$ cat src/rtl/fetch_sequencer.sv
// rtl/fetch_sequencer.sv - fetch stage controller: PC, IF/ID register and bubble insertion
// Bubbles after lw/sw/beq are counted down in a RUN/BUBBLE state machine; redirects beat stalls.
module fetch_sequencer #(
  parameter logic [31:0] PC_RESET       = 32'h0,
  parameter int unsigned LOAD_BUBBLES   = 1,
  parameter int unsigned BRANCH_BUBBLES = 2
) (
  input  logic        clk,
  input  logic        rst,
  input  logic        stall,
  input  logic        branch_taken,
  input  logic [31:0] branch_target,
  input  logic [31:0] instr_in,
  output logic [31:0] fetch_addr,
  output logic [31:0] if_id_instr,
  output logic [31:0] if_id_pc4,
  output logic        if_id_valid,
  output logic        busy
);

  typedef enum logic {
    RUN    = 1'b0,
    BUBBLE = 1'b1
  } state_t;

  localparam logic [5:0] OP_LW  = 6'b100011;
  localparam logic [5:0] OP_SW  = 6'b101011;
  localparam logic [5:0] OP_BEQ = 6'b000100;

  localparam logic [2:0] LOAD_CNT   = 3'(LOAD_BUBBLES);
  localparam logic [2:0] BRANCH_CNT = 3'(BRANCH_BUBBLES);
  localparam bit         LOAD_EN    = (LOAD_BUBBLES != 0);
  localparam bit         BRANCH_EN  = (BRANCH_BUBBLES != 0);

  state_t      state;
  logic [2:0]  cnt;
  logic [31:0] pc;
  logic [31:0] pc_plus4;
  logic [5:0]  opcode;
  logic        is_mem_op;
  logic        is_beq;

  assign fetch_addr = pc;
  assign pc_plus4   = pc + 32'd4;
  assign opcode     = instr_in[31:26];
  assign is_mem_op  = (opcode == OP_LW) || (opcode == OP_SW);
  assign is_beq     = (opcode == OP_BEQ);

  always_ff @(posedge clk or posedge rst) begin
    if (rst) begin
      pc          <= PC_RESET;
      state       <= RUN;
      cnt         <= 3'd0;
      if_id_instr <= 32'h0;
      if_id_pc4   <= 32'h0;
      if_id_valid <= 1'b0;
      busy        <= 1'b0;
    end else if (branch_taken) begin
      // A redirect flushes IF/ID and cancels any outstanding bubbles, even while stalled.
      pc          <= branch_target & ~32'h3;
      state       <= RUN;
      cnt         <= 3'd0;
      if_id_instr <= 32'h0;
      if_id_valid <= 1'b0;
      busy        <= 1'b0;
    end else if (!stall) begin
      case (state)
        RUN: begin
          if_id_instr <= instr_in;
          if_id_pc4   <= pc_plus4;
          if_id_valid <= 1'b1;
          pc          <= pc_plus4;
          if (is_mem_op && LOAD_EN) begin
            state <= BUBBLE;
            cnt   <= LOAD_CNT;
            busy  <= 1'b1;
          end else if (is_beq && BRANCH_EN) begin
            state <= BUBBLE;
            cnt   <= BRANCH_CNT;
            busy  <= 1'b1;
          end
        end
        BUBBLE: begin
          // PC and if_id_pc4 hold; instr_in is not sampled here.
          if_id_instr <= 32'h0;
          if_id_valid <= 1'b0;
          cnt         <= cnt - 3'd1;
          if (cnt == 3'd1) begin
            state <= RUN;
            busy  <= 1'b0;
          end
        end
        default: begin
          state <= RUN;
          busy  <= 1'b0;
        end
      endcase
    end
  end

endmodule
$ cat config.mk
export PLATFORM = sky130hd
export DESIGN_NAME = fetch_sequencer
export DESIGN_NICKNAME = d
export VERILOG_FILES = /design/src/rtl/fetch_sequencer.sv
export SDC_FILE = /design/constraint.sdc
export NUM_CORES = 1
export LEC_CHECK = 0
export CAP_MARGIN = 20
export CORE_MARGIN = 8
export CORE_UTILIZATION = 49
export CTS_CLUSTER_SIZE = 8
export DETAILED_ROUTE_END_ITERATION = 12
export MAX_ROUTING_LAYER = met4
export PLACE_DENSITY = 0.85
export SLEW_MARGIN = 5
export SYNTH_ARGS = -nofsm -noshare
export SYNTH_HDL_FRONTEND = slang
export SYNTH_SLANG_ARGS = --single-unit
export TNS_END_PERCENT = 10
$ cat constraint.sdc
create_clock -name clk -period 8.6 [get_ports clk]
set_input_delay 1.29 -clock clk [delete_from_list [all_inputs] [get_ports clk]]
set_output_delay 1.29 -clock clk [all_outputs]
set_load 0.02 [all_outputs]
# Word level (Yosys, flattened, before mapping)
# Index checks and enable logic that the tools add are counted.
[totals] ff_bits=102 output_inout_bits=98 word_cells=51
[op_classes] n_addsub=2 eq_ne=8 mux=26 bitwise=3 n_reduce_logical=5
[op_table] cell="$mux 32" count=5
[op_table] cell="$pmux 32 s2" count=1
[op_table] cell="$add 32x3->32 const B" count=1
[op_table] cell="$eq 6x6->1 const B" count=2
[op_table] cell="$mux 1" count=12
[op_table] cell="$mux 3" count=4
[op_table] cell="$eq 6x3->1 const B" count=1
[op_table] cell="$pmux 1 s2" count=3
[op_table] cell="$pmux 3 s2" count=1
[op_table] cell="$reduce_and 3->1" count=2
[op_table] cell="$ne 4x4->1 const B" count=1
[op_table] cell="$reduce_and 2->1" count=2
[op_table] cell="$eq 3x1->1 const B" count=1
[op_table] cell="$ne 3x2->1 const B" count=1
[op_table] cell="$not 1->1" count=3
[op_table] cell="$sub 3x1->3 const B" count=1
[op_table] cell="$ne 2x1->1 const B" count=1
[op_table] cell="$ne 2x2->1 const B" count=1
[op_table] cell="$logic_or 1x1->1" count=1

# Depth between registers and ports, before layout
# Gate-level depths: netlist of the first run.
[logic_depth] depth_word=6 depth_mapped=7 ltp_nobuf=6

# Worst setup path after synthesis of the first run
# No wires, ideal clock.
[synth_path] path_kind="input port to flip-flop" startpoint="input port stall" endpoint="register pc[29] (netlist: fetch_addr[29])" arrival_ns=2.497 setup_slack_ns=5.974 stages=6 n_path_buf=1 cell_sequence="or2_1 -> buf_6 -> or3_4 -> nor4_2 -> xnor2_1 -> o21ai_1"
[synth_via] elab_chain_cells=2
[synth_rtl] item="from (decl)" line_no="10" text="input logic stall,"
[synth_rtl] item="$ne 2x1->1 (no source line)"
[synth_rtl] item="$reduce_and 2->1 (no source line)"
[synth_rtl] item="to (signal assigned)" line_no="60" text="pc <= branch_target & ~32'h3;"
[synth_rtl] item="to (signal assigned)" line_no="72" text="pc <= pc_plus4;"
[synth_rtl] item="to (decl)" line_no="37" text="logic [31:0] pc;"
# Every way passes these cells.
# A chain may end at the register's enable or synchronous reset.

# Worst setup path after layout of the first run
[layout_path] startpoint="input port stall" endpoint="register pc[25] (netlist: fetch_addr[25])"
# Same word-level chain as after synthesis.

==> impl_metrics.ini, run 1 <==
[run_status]
status = completed

[synthesis]
synth_cell_types = 40
synthCells = 488
synth-edff-count = 0
synth_flop_cell = dfrtp_1
yosysSeqAreaShare = 0.5172
syn_area_um2 = 4742
ys_warn_count = 0
synth-async-reset-ratio = 1.000
ys_ff_latch = 98
syn_avg_cell_area_um2 = 9.717

[clock_network]
cts_max_level = 3
path_clk_slew_ps = 90
cts_resized = 0
clock_sinks = 98
clkLatencyLatePin_ps = 360
clock_path_buffers = 2
cts_hold_buf = 0
cts_tree = built
numCtsBuffers = 9
post_cts_buffers = 0
cts_root_buffer = clkbuf_8

[detailed_routing]
wirelength_mm = 13.76
drtIter0Drc = 347
ant_nets = 0
drt_pass1_iterations = 5
vias_per_cell = 5.378
via_count = 4130
wl_per_cell_um = 17.92
drcViolationCount = 0

[placement]
place_hpwl_mm = 10.13
place_congestion = 0.8678
place_ws_ps = 5184
io_buffers = 159

[worst_hold_path]
hold_start = if_id_pc4[2]
hp-class = reg2reg

[critical_path]
cp_top_family = simple AND/OR/NAND/NOR gates
worstPathArrival_ps = 3350
reg2reg_from = fetch_addr[2]
crit_type = in2reg
crit_slowest_cell = clkdlybuf4s50_1
cp_max_fo = 10
start_kind = input port
end_kind = register
crit_start = stall
required_ps = 8890
path_cells = clkdlybuf4s50_1 > or2_1 > nor3_1 > nand4_1 > xor2_1 > o21ai_0
path_buf_inv = 1
slowest_delay_ps = 530

[pwr]
ir_worst_vdd_v = 0.00008610
finalPower_mw = 1.109
p_leak_nw = 2.642
cellPowerDensity_nw_per_um2 = 168.7

[layout]
drive_above_1_share = 0.05827
final_common_cell = clkdlybuf4s50_1
fin_util = 0.6852
syn_to_final_growth_pct = 38.63
layout_common_cells = clkdlybuf4s50_1 (158), dfrtp_1 (98), nand2_1 (91), o21ai_0 (59), xor2_1 (34)
fin_nets = 701
antenna_cells = 0

[timing]
final_max_slew_viol_count = 0
holdWs_ps = 485.0
fin_crit_ps = 3057
tightest_slew_ps = 1023
min_period_over_period = 0.3555
skew_ps = 7.220
hold_viol = 0
fmax_mhz = 327.1
setup-violations-final = 0
tns_ps = 0
fin_ws_ps = 5543
rsz0062_at_grt = false
relSlewSlack = 0.3177

[floorplanning]
core_um2 = 9594
die_w_um = 114.4
die_h_um = 114.4
ioPinCount = 166
initial_core_util = 0.4943
dieArea_um2 = 13080
num_rows = 36

[grt]
grtUsageTotal = 0.2162
grtUsageMet3 = 0.03217
use_met2 = 0.3604
antenna_found_initial = 0
grt_remaining_overflow = 0
grt_pass1_vias = 4227
busiest_layer = met2
grt_use_met1 = 0.2522
grt_max_degree = 69
grt_pass1_wl_mm = 21.62

[flow_run]
drv_cap = 0
-- cell families after synthesis --
group	synth area share
AND/OR/NAND/NOR	0.1902
adder cells (fa/ha/maj)	0.007916
buffers and inverters	0.03958
flip-flops	0.5171
XOR/XNOR	0.1053
multiplexers	0.004485
AO/OA/AOI/OAI	0.1346
other	0.0007908
-- path summary, 6_finish.rpt --
path	to	slack, ps	cells after the start
worst max-delay path	fetch_addr[25]	5540	6
worst min-delay path	if_id_pc4[2]	480	2
worst max register to register	fetch_addr[22]	6240	6
worst min register to register	if_id_pc4[2]	480	2
max in group asynchronous	if_id_pc4[20]	6180	3
min in group asynchronous	if_id_instr[2]	1340	2
-- cell type report --
| type | instances | area (µm²) |
|---|---|---|
| Inverter | 6 | 25.02 |
| Tap cell | 133 | 166.4 |
| Sequential cell | 98 | 2452 |
| Fill cell | 762 | 3020 |
| Multi-Input combinational cell | 351 | 2120 |
| Timing Repair Buffer | 164 | 1639 |
| Clock inverter | 5 | 30.03 |
| Clock buffer | 11 | 141.4 |
-- report_power, final --
group          leakage [nW]  switching (mW)  total (mW)  internal, mW
combinational          1.31           0.145       0.285         0.140
clock                0.0851           0.161       0.273         0.112
sequential             1.25          0.0460       0.551         0.505
-- routing by layer --
layer  part of all wire  vias to the layer above
met1               0.42                     2002
met2               0.51                      146
met4              0.025                        0
li1                   -                     1957
met5                  0                        -
met3              0.051                       25
-- stage by stage --
step / std cells / instance area (µm²)
2_1_floorplan: 491 / 4753
3_3_place_gp: 750 / 6372
3_5_place_dp: 752 / 6402
4_1_cts: 768 / 6574
5_1_grt: 768 / 6574
6_report: 768 / 6574
-- Yosys cell counts (2+ instances only) --
cell type	count	area (µm²)
a22o_1	31	271.5
or3_1	2	12.51
nand3_1	17	85.08
and4_1	2	17.52
xor2_1	34	297.8
nor4_2	2	25.02
nor4_1	2	12.51
and2_1	2	12.51
clkbuf_1	25	93.84
ha_1	3	37.54
nand4_1	16	100.1
buf_4	4	30.03
nor4b_2	2	30.03
o21ai_1	2	10.01
nand4_2	2	25.02
and3_1	6	37.54
buf_2	6	30.03
xnor2_1	23	201.4
nor2_1	20	75.07
a21oi_1	6	30.03
inv_1	6	22.52
dfrtp_1	98	2452
nand2_1	91	341.6
o21ai_0	59	295.3
nor3_1	12	60.06
-- flip-flops by register name (all words and copies together) (netlist names) --
register / cells
busy: 1
cnt: 3
fetch_addr: 30
if_id_instr: 32
if_id_pc4: 30
if_id_valid: 1
state: 1
-- worst min-delay path: stages (launching register included) --
cell and delay [ps]:
dfrtp_1 350, nand2_1 50, o21ai_0 60
(Power assumes the default switching activity.)
==> run 2, diff against run 1 <==
--- a/config.mk
+++ b/config.mk
@@ -7,11 +7,11 @@
 export LEC_CHECK = 0
 export CAP_MARGIN = 20
 export CORE_MARGIN = 8
-export CORE_UTILIZATION = 49
+export CORE_UTILIZATION = 41
 export CTS_CLUSTER_SIZE = 8
 export DETAILED_ROUTE_END_ITERATION = 12
 export MAX_ROUTING_LAYER = met4
-export PLACE_DENSITY = 0.85
+export PLACE_DENSITY = 0.76
 export SLEW_MARGIN = 5
 export SYNTH_ARGS = -nofsm -noshare
 export SYNTH_HDL_FRONTEND = slang
==> constraint.sdc (replaced) <==
create_clock -name clk -period 2.6 [get_ports clk]
set_input_delay 0.39 -clock clk [delete_from_list [all_inputs] [get_ports clk]]
set_output_delay 0.39 -clock clk [all_outputs]
set_load 0.02 [all_outputs]
==> run 2 against run 1 <==
Wire length shrank 3.2%. Count of clock-buffer cells in the layout grew 2. Combinational power grew to 3.3 times the previous value. Non-clock buffer count grew 8. Total power grew to 3.6 times the previous value. Clock skew is essentially flat. Cell count grew 2.3%. Sequential share of layout area shrank 1.0 points. Critical path type is now reg2reg.
==> impl_metrics.ini, run 2 (synthesized netlist as in run 1, its figures left out) <==
[clock_network]
cts_resized = 0
clkLatencyLatePin_ps = 340
cts_tree = built
cts_root_buffer = clkbuf_16
cts_hold_buf = 0
cts_max_level = 3
clock_path_buffers = 2
clock_sinks = 98
path_clk_slew_ps = 60
post_cts_buffers = 0
numCtsBuffers = 9

[layout]
final_common_cell = clkdlybuf4s50_1
layout_common_cells = clkdlybuf4s50_1 (158), dfrtp_1 (98), nand2_1 (91), o21ai_0 (59), xor2_1 (34)
fin_nets = 709
syn_to_final_growth_pct = 42.64
fill_cells = 942
antenna_cells = 0
largest_reg_flops = 32
drive_above_1_share = 0.06687
largest_register = if_id_instr

[detailed_routing]
met2_wirelength_mm = 6.480
met1Wirelength_mm = 5.819
wl_per_cell_um = 16.94
drcViolationCount = 0
wirelength_mm = 13.32
via_count = 4072
ant_nets = 0
wl_met3_um = 845
drtIter0Drc = 310
vias_per_cell = 5.181
drt_pass1_iterations = 4
top_layer = met4

[critical_path]
crit_slowest_cell = or3_1
reg2reg_from = fetch_addr[6]
required_ps = 2800
cp_max_fo = 10
worstReg2RegEnd = fetch_addr[31]
worstPathArrival_ps = 2350
start_kind = register
path_cells = nand4_2 > or3_1 > nor4b_2 > xnor2_1 > o21ai_1
worstRegToRegCells = 5
cp_top_family = simple AND/OR/NAND/NOR gates
end_kind = register
slowest_delay_ps = 580
r2r_slack_ps = 450
path_buf_inv = 0
crit_type = reg2reg

[placement]
io_buffers = 159
place_congestion = 0.8618
place_hpwl_mm = 9.917
place_ws_ps = 277.1

[floorplanning]
die_h_um = 123.5
core_um2 = 11370
ioPinCount = 166
dieArea_um2 = 15260
initial_core_util = 0.4171
die_w_um = 123.5
num_rows = 39

[timing]
rsz0062_at_grt = false
tns_ps = 0
tightest_slew_ps = 640.1
fin_ws_ps = 454.7
final_max_slew_viol_count = 0
hold_viol = 0
relSlewSlack = 0.5733
fmax_mhz = 466.1
setup-violations-final = 0
min_period_over_period = 0.8251
fin_crit_ps = 2145
skew_ps = 7.633

[pwr]
ir_worst_vdd_v = 0.0004096
p_leak_nw = 2.737
cellPowerDensity_nw_per_um2 = 589.0

[grt]
grtUsageTotal = 0.1850
grt_remaining_overflow = 0
grt_max_degree = 76
grt_pass1_vias = 4240
grt_pass1_wl_mm = 21.75
antenna_found_initial = 0

[run_status]
status = completed

[flow_run]
drv_cap = 0

[worst_hold_path]
hp-class = in2async
[run 2: metrics by stage]
step	power [mW]	std cells	area, µm²	utilization	hold slack, ps
finish	3.984	786	6764	0.5949	436.8
floorplan	2.292	491	4757	-	506.8
detailed placement	2.813	770	6499	0.5716	467.7
global placement	2.791	770	6499	0.5716	453.4
global route	4.190	786	6764	0.5949	473.1
CTS	4.036	786	6764	0.5949	442.1
[run 2: how the worst max path moves through the flow]
stage	startpoint	endpoint	cells past startpoint
after floorplan	fetch_addr[2]	if_id_pc4[26]	6
after global placement	stall	fetch_addr[29]	6
after detailed placement	stall	fetch_addr[29]	6
after CTS	fetch_addr[6]	fetch_addr[31]	5
after global routing	fetch_addr[6]	fetch_addr[31]	5
final	fetch_addr[6]	fetch_addr[31]	5
[run 2: cell type report]
class                           count  area, µm²  area share
Tap cell                          143      178.9     0.02645
Multi-Input combinational cell    351       2120      0.3134
Sequential cell                    98       2452      0.3626
Clock inverter                      3      15.01    0.002220
Inverter                            6      26.28    0.003885
Timing Repair Buffer              172       1722      0.2545
Clock buffer                       13      250.2     0.03700
[run 2: layer usage]
| layer | vias to the layer above | track usage |
|---|---|---|
| met4 | 0 | 0.05869 |
| met1 | 1938 | 0.2288 |
| met2 | 144 | 0.2971 |
| met5 | - | - |
| li1 | 1978 | - |
| met3 | 12 | 0.03973 |
[run 2: where the power goes]
part	leakage, nW	switching, mW	internal (mW)
logic	1.35	0.480	0.473
clock network	0.133	0.540	0.671
registers	1.25	0.148	1.67
